`src/rtl/mc_maindec_pkg.sv`:
```
// Shared types and constants for the multi-cycle main decoder.
// Contents: FSM state enum, opcode-class enum, opcode match patterns (value/mask pairs,
// mask bit 0 = don't care), ALUOp encodings and the opcode match helper.
package mc_maindec_pkg;

    typedef enum logic [2:0] {
        StFetch,
        StDecode,
        StExec,
        StMem,
        StWb
    } state_e;

    typedef enum logic [3:0] {
        OcNop,
        OcR,
        OcLdur,
        OcStur,
        OcCbz,
        OcCbnz,
        OcB,
        OcAddi,
        OcSubi
    } opclass_e;

    typedef struct packed {
        logic [10:0] val;
        logic [10:0] mask;
    } op_pat_t;

    // Base set
    localparam op_pat_t PatLdur  = '{val: 11'b11111000010, mask: 11'b11111111111};
    localparam op_pat_t PatStur  = '{val: 11'b11111000000, mask: 11'b11111111111};
    localparam op_pat_t PatCbz   = '{val: 11'b10110100000, mask: 11'b11111111000};
    localparam op_pat_t PatAdd   = '{val: 11'b10001011000, mask: 11'b11111111111};
    localparam op_pat_t PatSub   = '{val: 11'b11001011000, mask: 11'b11111111111};
    localparam op_pat_t PatAnd   = '{val: 11'b10001010000, mask: 11'b11111111111};
    localparam op_pat_t PatOrr   = '{val: 11'b10101010000, mask: 11'b11111111111};
    // Extended set
    localparam op_pat_t PatAddi  = '{val: 11'b10010001000, mask: 11'b11111111110};
    localparam op_pat_t PatSubi  = '{val: 11'b11010001000, mask: 11'b11111111110};
    localparam op_pat_t PatCbnz  = '{val: 11'b10110101000, mask: 11'b11111111000};
    localparam op_pat_t PatB     = '{val: 11'b00010100000, mask: 11'b11111100000};

    localparam logic [1:0] AluOpAdd   = 2'b00;
    localparam logic [1:0] AluOpPassB = 2'b01;
    localparam logic [1:0] AluOpFunct = 2'b10;

    localparam int unsigned WaitCntW = 8;

    function automatic logic op_match(input logic [10:0] op, input op_pat_t pat);
        return (op & pat.mask) == pat.val;
    endfunction

endpackage

```
`src/rtl/mc_maindec_opclass_dec.sv`:
```
// Combinational opcode classifier.
// Ports: i_op (instruction[31:21]) -> o_opclass (decoded class, OcNop when unknown),
//        o_illegal (high when the opcode is not in the enabled instruction set).
// EXT_ISA=0 removes ADDI/SUBI/CBNZ/B from the legal set.
module mc_maindec_opclass_dec
    import mc_maindec_pkg::*;
#(
    parameter int unsigned EXT_ISA = 1
) (
    input  logic [10:0] i_op,
    output opclass_e    o_opclass,
    output logic        o_illegal
);

    localparam bit ExtEn = (EXT_ISA != 0);

    opclass_e w_class;

    always_comb begin
        w_class = OcNop;
        if (op_match(i_op, PatLdur)) begin
            w_class = OcLdur;
        end else if (op_match(i_op, PatStur)) begin
            w_class = OcStur;
        end else if (op_match(i_op, PatCbz)) begin
            w_class = OcCbz;
        end else if (op_match(i_op, PatAdd) || op_match(i_op, PatSub) ||
                     op_match(i_op, PatAnd) || op_match(i_op, PatOrr)) begin
            w_class = OcR;
        end else if (ExtEn && op_match(i_op, PatAddi)) begin
            w_class = OcAddi;
        end else if (ExtEn && op_match(i_op, PatSubi)) begin
            w_class = OcSubi;
        end else if (ExtEn && op_match(i_op, PatCbnz)) begin
            w_class = OcCbnz;
        end else if (ExtEn && op_match(i_op, PatB)) begin
            w_class = OcB;
        end
    end

    assign o_opclass = w_class;
    assign o_illegal = (w_class == OcNop);

endmodule

```
`src/rtl/mc_maindec.sv`:
```
// Multi-cycle main decoder: FETCH -> DECODE -> EXEC -> (MEM) -> (WB) -> FETCH.
// Inputs : clk, reset (async active-low), instr_valid (FETCH only), Op (DECODE only),
//          mem_ready (MEM only).
// Outputs: IRWrite/PCWrite, datapath controls, BranchNZ/UncondBranch, ALUOp (zero-extended
//          to ALUOP_W), busy (not FETCH), illegal/mem_err (one-cycle pulses in the following
//          FETCH cycle).
module mc_maindec
    import mc_maindec_pkg::*;
#(
    parameter int unsigned EXT_ISA     = 1,
    parameter int unsigned MEM_TIMEOUT = 15,
    parameter int unsigned ALUOP_W     = 2
) (
    input  logic               clk,
    input  logic               reset,
    input  logic               instr_valid,
    input  logic [10:0]        Op,
    input  logic               mem_ready,
    output logic               IRWrite,
    output logic               PCWrite,
    output logic               Reg2Loc,
    output logic               ALUSrc,
    output logic               MemtoReg,
    output logic               RegWrite,
    output logic               MemRead,
    output logic               MemWrite,
    output logic               Branch,
    output logic               BranchNZ,
    output logic               UncondBranch,
    output logic [ALUOP_W-1:0] ALUOp,
    output logic               busy,
    output logic               illegal,
    output logic               mem_err
);

    // Last MEM cycle index allowed before the access is abandoned.
    localparam logic [WaitCntW-1:0] WaitLast = WaitCntW'(MEM_TIMEOUT - 1);

    state_e              r_state, w_state_d;
    opclass_e            r_opclass, w_opclass_d, w_dec_class;
    logic                w_dec_illegal;
    logic [WaitCntW-1:0] r_wait_cnt, w_wait_cnt_d;
    logic                r_illegal, w_illegal_d;
    logic                r_mem_err, w_mem_err_d;
    logic [1:0]          w_aluop;
    logic                w_is_ld;

    mc_maindec_opclass_dec #(
        .EXT_ISA (EXT_ISA)
    ) u_opclass_dec (
        .i_op      (Op),
        .o_opclass (w_dec_class),
        .o_illegal (w_dec_illegal)
    );

    always_ff @(posedge clk or negedge reset) begin
        if (!reset) begin
            r_state    <= StFetch;
            r_opclass  <= OcNop;
            r_wait_cnt <= '0;
            r_illegal  <= 1'b0;
            r_mem_err  <= 1'b0;
        end else begin
            r_state    <= w_state_d;
            r_opclass  <= w_opclass_d;
            r_wait_cnt <= w_wait_cnt_d;
            r_illegal  <= w_illegal_d;
            r_mem_err  <= w_mem_err_d;
        end
    end

    assign w_is_ld = (r_opclass == OcLdur);

    always_comb begin
        w_state_d    = r_state;
        w_opclass_d  = r_opclass;
        w_wait_cnt_d = r_wait_cnt;
        w_illegal_d  = 1'b0;
        w_mem_err_d  = 1'b0;
        IRWrite      = 1'b0;
        PCWrite      = 1'b0;
        Reg2Loc      = 1'b0;
        ALUSrc       = 1'b0;
        MemtoReg     = 1'b0;
        RegWrite     = 1'b0;
        MemRead      = 1'b0;
        MemWrite     = 1'b0;
        Branch       = 1'b0;
        BranchNZ     = 1'b0;
        UncondBranch = 1'b0;
        w_aluop      = AluOpAdd;
        busy         = 1'b0;
        // Outputs are forced low while reset is held, independent of any clock edge.
        if (reset) begin
            unique case (r_state)
                StFetch: begin
                    if (instr_valid) begin
                        IRWrite   = 1'b1;
                        PCWrite   = 1'b1;
                        w_state_d = StDecode;
                    end
                end
                StDecode: begin
                    busy        = 1'b1;
                    w_opclass_d = w_dec_class;
                    if (w_dec_illegal) begin
                        w_illegal_d = 1'b1;
                        w_state_d   = StFetch;
                    end else begin
                        w_state_d = StExec;
                    end
                end
                StExec: begin
                    busy      = 1'b1;
                    w_state_d = StFetch;
                    case (r_opclass)
                        OcR: begin
                            w_aluop   = AluOpFunct;
                            w_state_d = StWb;
                        end
                        OcAddi: begin
                            ALUSrc    = 1'b1;
                            w_state_d = StWb;
                        end
                        OcSubi: begin
                            ALUSrc    = 1'b1;
                            w_aluop   = AluOpFunct;
                            w_state_d = StWb;
                        end
                        OcLdur, OcStur: begin
                            ALUSrc       = 1'b1;
                            Reg2Loc      = (r_opclass == OcStur);
                            w_wait_cnt_d = '0;
                            w_state_d    = StMem;
                        end
                        OcCbz, OcCbnz: begin
                            Reg2Loc  = 1'b1;
                            Branch   = 1'b1;
                            BranchNZ = (r_opclass == OcCbnz);
                            w_aluop  = AluOpPassB;
                        end
                        OcB: UncondBranch = 1'b1;
                        default: ;
                    endcase
                end
                StMem: begin
                    busy     = 1'b1;
                    ALUSrc   = 1'b1;
                    MemRead  = w_is_ld;
                    MemWrite = !w_is_ld;
                    Reg2Loc  = !w_is_ld;
                    // mem_ready wins over the timeout on the final wait cycle.
                    if (mem_ready) begin
                        w_state_d = w_is_ld ? StWb : StFetch;
                    end else if (r_wait_cnt == WaitLast) begin
                        w_mem_err_d = 1'b1;
                        w_state_d   = StFetch;
                    end else begin
                        w_wait_cnt_d = r_wait_cnt + 1'b1;
                    end
                end
                StWb: begin
                    busy      = 1'b1;
                    RegWrite  = 1'b1;
                    MemtoReg  = w_is_ld;
                    w_state_d = StFetch;
                end
                default: w_state_d = StFetch;
            endcase
        end
    end

    assign ALUOp   = ALUOP_W'(w_aluop);
    assign illegal = r_illegal;
    assign mem_err = r_mem_err;

endmodule

```
`config.mk`:
```
export PLATFORM = sky130hd
export DESIGN_NAME = mc_maindec
export DESIGN_NICKNAME = d
export VERILOG_FILES = /design/src/rtl/mc_maindec_pkg.sv /design/src/rtl/mc_maindec_opclass_dec.sv /design/src/rtl/mc_maindec.sv
export SDC_FILE = /design/constraint.sdc
export NUM_CORES = 1
export LEC_CHECK = 0
export ABC_AREA = 0
export BUFFER_PORTS_ARGS = -buffer_cell sky130_fd_sc_hd__buf_2
export CELL_PAD_IN_SITES_DETAIL_PLACEMENT = 1
export CELL_PAD_IN_SITES_GLOBAL_PLACEMENT = 1
export CORE_ASPECT_RATIO = 0.75
export CORE_MARGIN = 5
export CORE_UTILIZATION = 40
export DETAILED_ROUTE_END_ITERATION = 8
export PLACE_DENSITY = 0.88
export SETUP_SLACK_MARGIN = 0.5
export SKIP_LAST_GASP = 1
export SYNTH_ARGS = -nofsm -noshare
export SYNTH_HDL_FRONTEND = slang
export SYNTH_SLANG_ARGS = --single-unit
```
`constraint.sdc`:
```
create_clock -name clk -period 2.1 [get_ports clk]
set_clock_uncertainty 0.1 [all_clocks]
set_input_delay 0.21 -clock clk [delete_from_list [all_inputs] [get_ports clk]]
set_output_delay 0.21 -clock clk [all_outputs]
set_load 0.1 [all_outputs]
```
==> impl_metrics.tcl, run 1 <==
set metrics [dict create \
    synth_edf_count 0 \
    cts_root_buffer "clkbuf_8" \
    cts_max_level 1 \
    synth_warnings 0 \
    grt_start_max_net_pins 18 \
    ys_seq_area_share_pct 29.8 \
    start_util_pct 42.5 \
    error "[ERROR DPL-0033] detailed placement checks failed during check placement." \
    synthTopCellsByArea "dfrtp_1 30%, nor4_4 4.5%, nand2_1 3.9%" \
    antenna_found_initial 1 \
    hpwlAfterDp_um 4070 \
    yosys.area.top_type_share_pct 29.8 \
    lastStage "global routing" \
    synthArstFlopShare_pct 100 \
    grt_repair_worst_endpoint "MemWrite" \
    syn_inst 160 \
    clockBufferDepth 2 \
    synthFlopType "dfrtp_1" \
    rows 18 \
    clock_sinks 17 \
    outcome "did not finish" \
    synth_nets 177 \
    syn_avg_cell_area_um2 8.91 \
    cts_made_buffers 3 \
    mappedNetlistArea_um2 1430 \
    yosysTopAreaCell "dfrtp_1" \
    pin_count 31 \
    gp_congestion 0.899 \
    synth-seq-cells 17 \
    die_y_um 61.7 \
    io_buffer_count 30 \
    ys_types 55 \
    endpoint_type "top-level output" \
    die_w_um 79.0 \
]
==> Yosys cell counts, types with 3 or more instances <==
cell,number
inv_1,7
dfrtp_1,17
a211o_1,3
nor4_1,7
and3_1,6
a21oi_1,6
nand3_1,9
buf_4,5
nor2b_1,3
nand2_1,15
o21ai_0,6
nor3_1,4
mux2i_1,4
nor2_1,10
nor4_4,3
nand2b_1,3
==> metrics by stage <==
stage,worst slack [ps],utilization [%],std cells,cell area [um2]
4_1_cts,177,73.8,263,2470
3_5_place_dp,149,58.6,232,1970
3_3_place_gp,284,58.6,232,1970
2_1_floorplan,-404,-,160,1580
==> kinds of logic after synthesis <==
group                      after synthesis  share of synthesized area, %
AOI/OAI and AO/OA                       32                          16.8
xor gates and xnor gates                 3                          1.84
adders and majority gates                2                          1.75
buffers and inverters                   16                          5.70
DFF                                     17                          29.8
muxes                                    5                          3.60
and+or+nand+nor                         85                          40.4
==> timing repair <==
| item | 4_1_cts |
|---|---|
| resized for setup | 60 |
| setup buffers | 26 |
| hold buffers | 1 |
| endpoints found under the hold margin | 17 |
| pin swaps | 22 |
| setup endpoints to repair | 27 |
==> run 2, diff against run 1 <==
- CELL_PAD_IN_SITES_DETAIL_PLACEMENT: 1 -> not set
- CELL_PAD_IN_SITES_GLOBAL_PLACEMENT: 1 -> not set
- CORE_AREA: not set -> 5 5 66 68
- CORE_ASPECT_RATIO: 0.75 -> not set
- CORE_MARGIN: 5 -> not set
- CORE_UTILIZATION: 40 -> not set
- DIE_AREA: not set -> 0 0 71 73
- PLACE_DENSITY: 0.88 -> not set
- PLACE_DENSITY_LB_ADDON: not set -> 0.15
- SETUP_SLACK_MARGIN: 0.5 -> not set
==> run 2 against run 1 <==
Area after synthesis unchanged; the flow now finishes without violations; synthesized cell count unchanged.
==> impl_metrics.tcl, run 2 <==
set metrics [dict create \
    hpwlAfterDp_um 3010 \
    yosysTopAreaCell "dfrtp_1" \
    syn_avg_cell_area_um2 8.91 \
    setup_viol 0 \
    clock_sinks 17 \
    hold_path.class "in -> reg" \
    crit_family "simple AND/OR/NAND/NOR gates" \
    worstPathArrival_ps 1680 \
    grt_start_max_net_pins 18 \
    synth_warnings 0 \
    ir_worst_vdd_mv 0.574 \
    required_ps 1790 \
    largest_register_ffs 8 \
    path_cells "and3b_1 -> buf_4 -> nand2_1 -> nor4_4 -> buf_12" \
    via_per_inst 5.73 \
    met3_usage_pct 3.86 \
    yosys.area.top_type_share_pct 29.8 \
    cts_tree "done" \
    met1_usage_pct 18.5 \
    grt_pass1_wl_um 6620 \
    outcome "finished clean" \
    reg_top3 "r_wait_cnt x8, r_opclass x4, r_state x3" \
    drive_above_1_share_pct 39.2 \
    drt_iter0_markers 73 \
    power_w 0.00159 \
    hold_violations 0 \
    mostFrequentLayoutCell "buf_2" \
    drc 0 \
    synth_nets 177 \
    io_buffer_count 30 \
    p_clk_share_pct 15.4 \
    stdcell_area_um2 1980 \
    top_register "r_wait_cnt" \
    power_frac_seq_pct 33.3 \
    slew_headroom_pct 44.8 \
    grt_setup_unrepaired "no" \
    firstDrtPassIters 4 \
    ys_seq_area_share_pct 29.8 \
    gp_congestion 0.904 \
    grt_util_met2_pct 28.8 \
    power_density_nw_per_um2 803 \
    slew_viol_final 0 \
    track_usage_pct 15.9 \
    synthFlopType "dfrtp_1" \
    cts_root_buffer "clkbuf_8" \
    clock_latency_ps 250 \
    nFillCells 355 \
    startpoint_type "register" \
    ys_top_cells_by_count "17 x dfrtp_1, 15 x nand2_1, 10 x nor2_1" \
    cts_max_level 1 \
    diodes 0 \
    crit_fanout 8 \
    die_y_um 73 \
    max_clock_freq_mhz 502 \
    final_cell_mix "18 x buf_2, 15 x nand2_1, 14 x dfrtp_1" \
    hold_ws_ps 74.2 \
    synthTopCellsByArea "dfrtp_1 30%, nor4_4 4.5%, nand2_1 3.9%" \
    swShare_pct 48.3 \
    drt_wl_total_um 3950 \
    mappedNetlistArea_um2 1430 \
    synthToLayoutAreaGrowth_pct 38.5 \
    postPlaceCellArea_um2 1910 \
    die_area_um2 5180 \
    fin_crit_ps 1990 \
    cts_made_buffers 3 \
    ys_types 55 \
    dr_total_vias 1398 \
    critPathSlowestCell "dfrtp_1" \
    rows 23 \
    nNetsFinal 212 \
    grt_overflow 0 \
    tightest_slew_ps 825 \
    grt_pass1_vias 1440 \
    cap_violations 0 \
    synth-seq-cells 17 \
    switchingPower_w 0.000766 \
    synth_edf_count 0 \
    synthArstFlopShare_pct 100 \
    min_period_over_period_pct 94.8 \
    yosysMostFrequentCell "dfrtp_1" \
    p_int_w 0.000821 \
    syn_inst 160 \
    busiest_layer "met2" \
    clkTransAtPathRegs_ps 70 \
    fin_util_pct 52.0 \
    clockBufferDepth 2 \
    cpPeakStageDelay_ps 370 \
    antenna_found_initial 0 \
    pin_count 31 \
    combPwrFrac_pct 51.3 \
    cp_num_buf_inv 2 \
    die_w_um 71 \
    critPathKind "reg -> out" \
    endpoint_kind "output pin" \
    cellLeakagePower_nw 0.835 \
    ant_nets 0 \
    seqCellArea_um2 429 \
    start_util_pct 37.5 \
    core-area_um2 3800 \
    avgRoutedWirePerCell_um 16.2 \
    multi_input_area_um2 1010 \
]
run 2: kinds of logic after synthesis:
logic type      synth area share, %
xor+xnor                       1.84
simple gates                   40.4
fa+ha+maj                      1.75
buf+inv                        5.70
mux                            3.60
compound gates                 16.8
flops                          29.8
run 2: repair_timing:
item,4_1_cts,5_1_grt
gates resized for setup,0,3
hold buffers,1,0
setup buffers,0,1
setup endpoints to repair,0,2
hold endpoints to repair,17,0
run 2: final timing paths:
check / start / endpoint / slack, ps / cells past startpoint
worst min-delay path: mem_ready / mem_err / 70 / 2
worst max register to register: r_wait_cnt[0] / r_wait_cnt[6] / 200 / 6
max in group asynchronous: reset / r_opclass[3] / 700 / 3
worst max-delay path: r_state[2] / ALUOp[1] / 110 / 5
min in group asynchronous: reset / r_wait_cnt[2] / 630 / 3
worst min register to register: r_wait_cnt[7] / r_wait_cnt[7] / 450 / 2
run 2: area by class of cell:
class | instances | area share [%]
inverter | 7 | 1.33
timing repair buffer | 39 | 20.3
clock buffer | 3 | 2.09
tap | 50 | 3.17
multi-input combinational | 127 | 51.2
clock inverter | 1 | 0.253
sequential | 17 | 21.7
run 2: power by group through the flow:
stage / logic, W / registers [W] / clock network (W)
after floorplan: 0.000629 / 0.000486 / 0
after global placement: 0.000779 / 0.000525 / 0
after detailed placement: 0.000794 / 0.000530 / 0
after CTS: 0.000801 / 0.000523 / 0.000252
after global routing: 0.000884 / 0.000541 / 0.000272
final: 0.000814 / 0.000529 / 0.000244
run 2: metal layers:
metal	wire length [um]	vias up
met5	0	-
met4	42	0
met3	163	6
met2	2110	33
met1	1630	690
li1	-	669
run 2: per-stage QoR:
step	setup TNS [ps]	setup slack, ps	std cells
floorplan	-1540	-404	160
global placement	0	244	238
detailed placement	0	200	238
CTS	0	12.5	243
global route	0	35.9	244
finish	0	110	244
No activity file was read; power rests on OpenSTA's default activity.
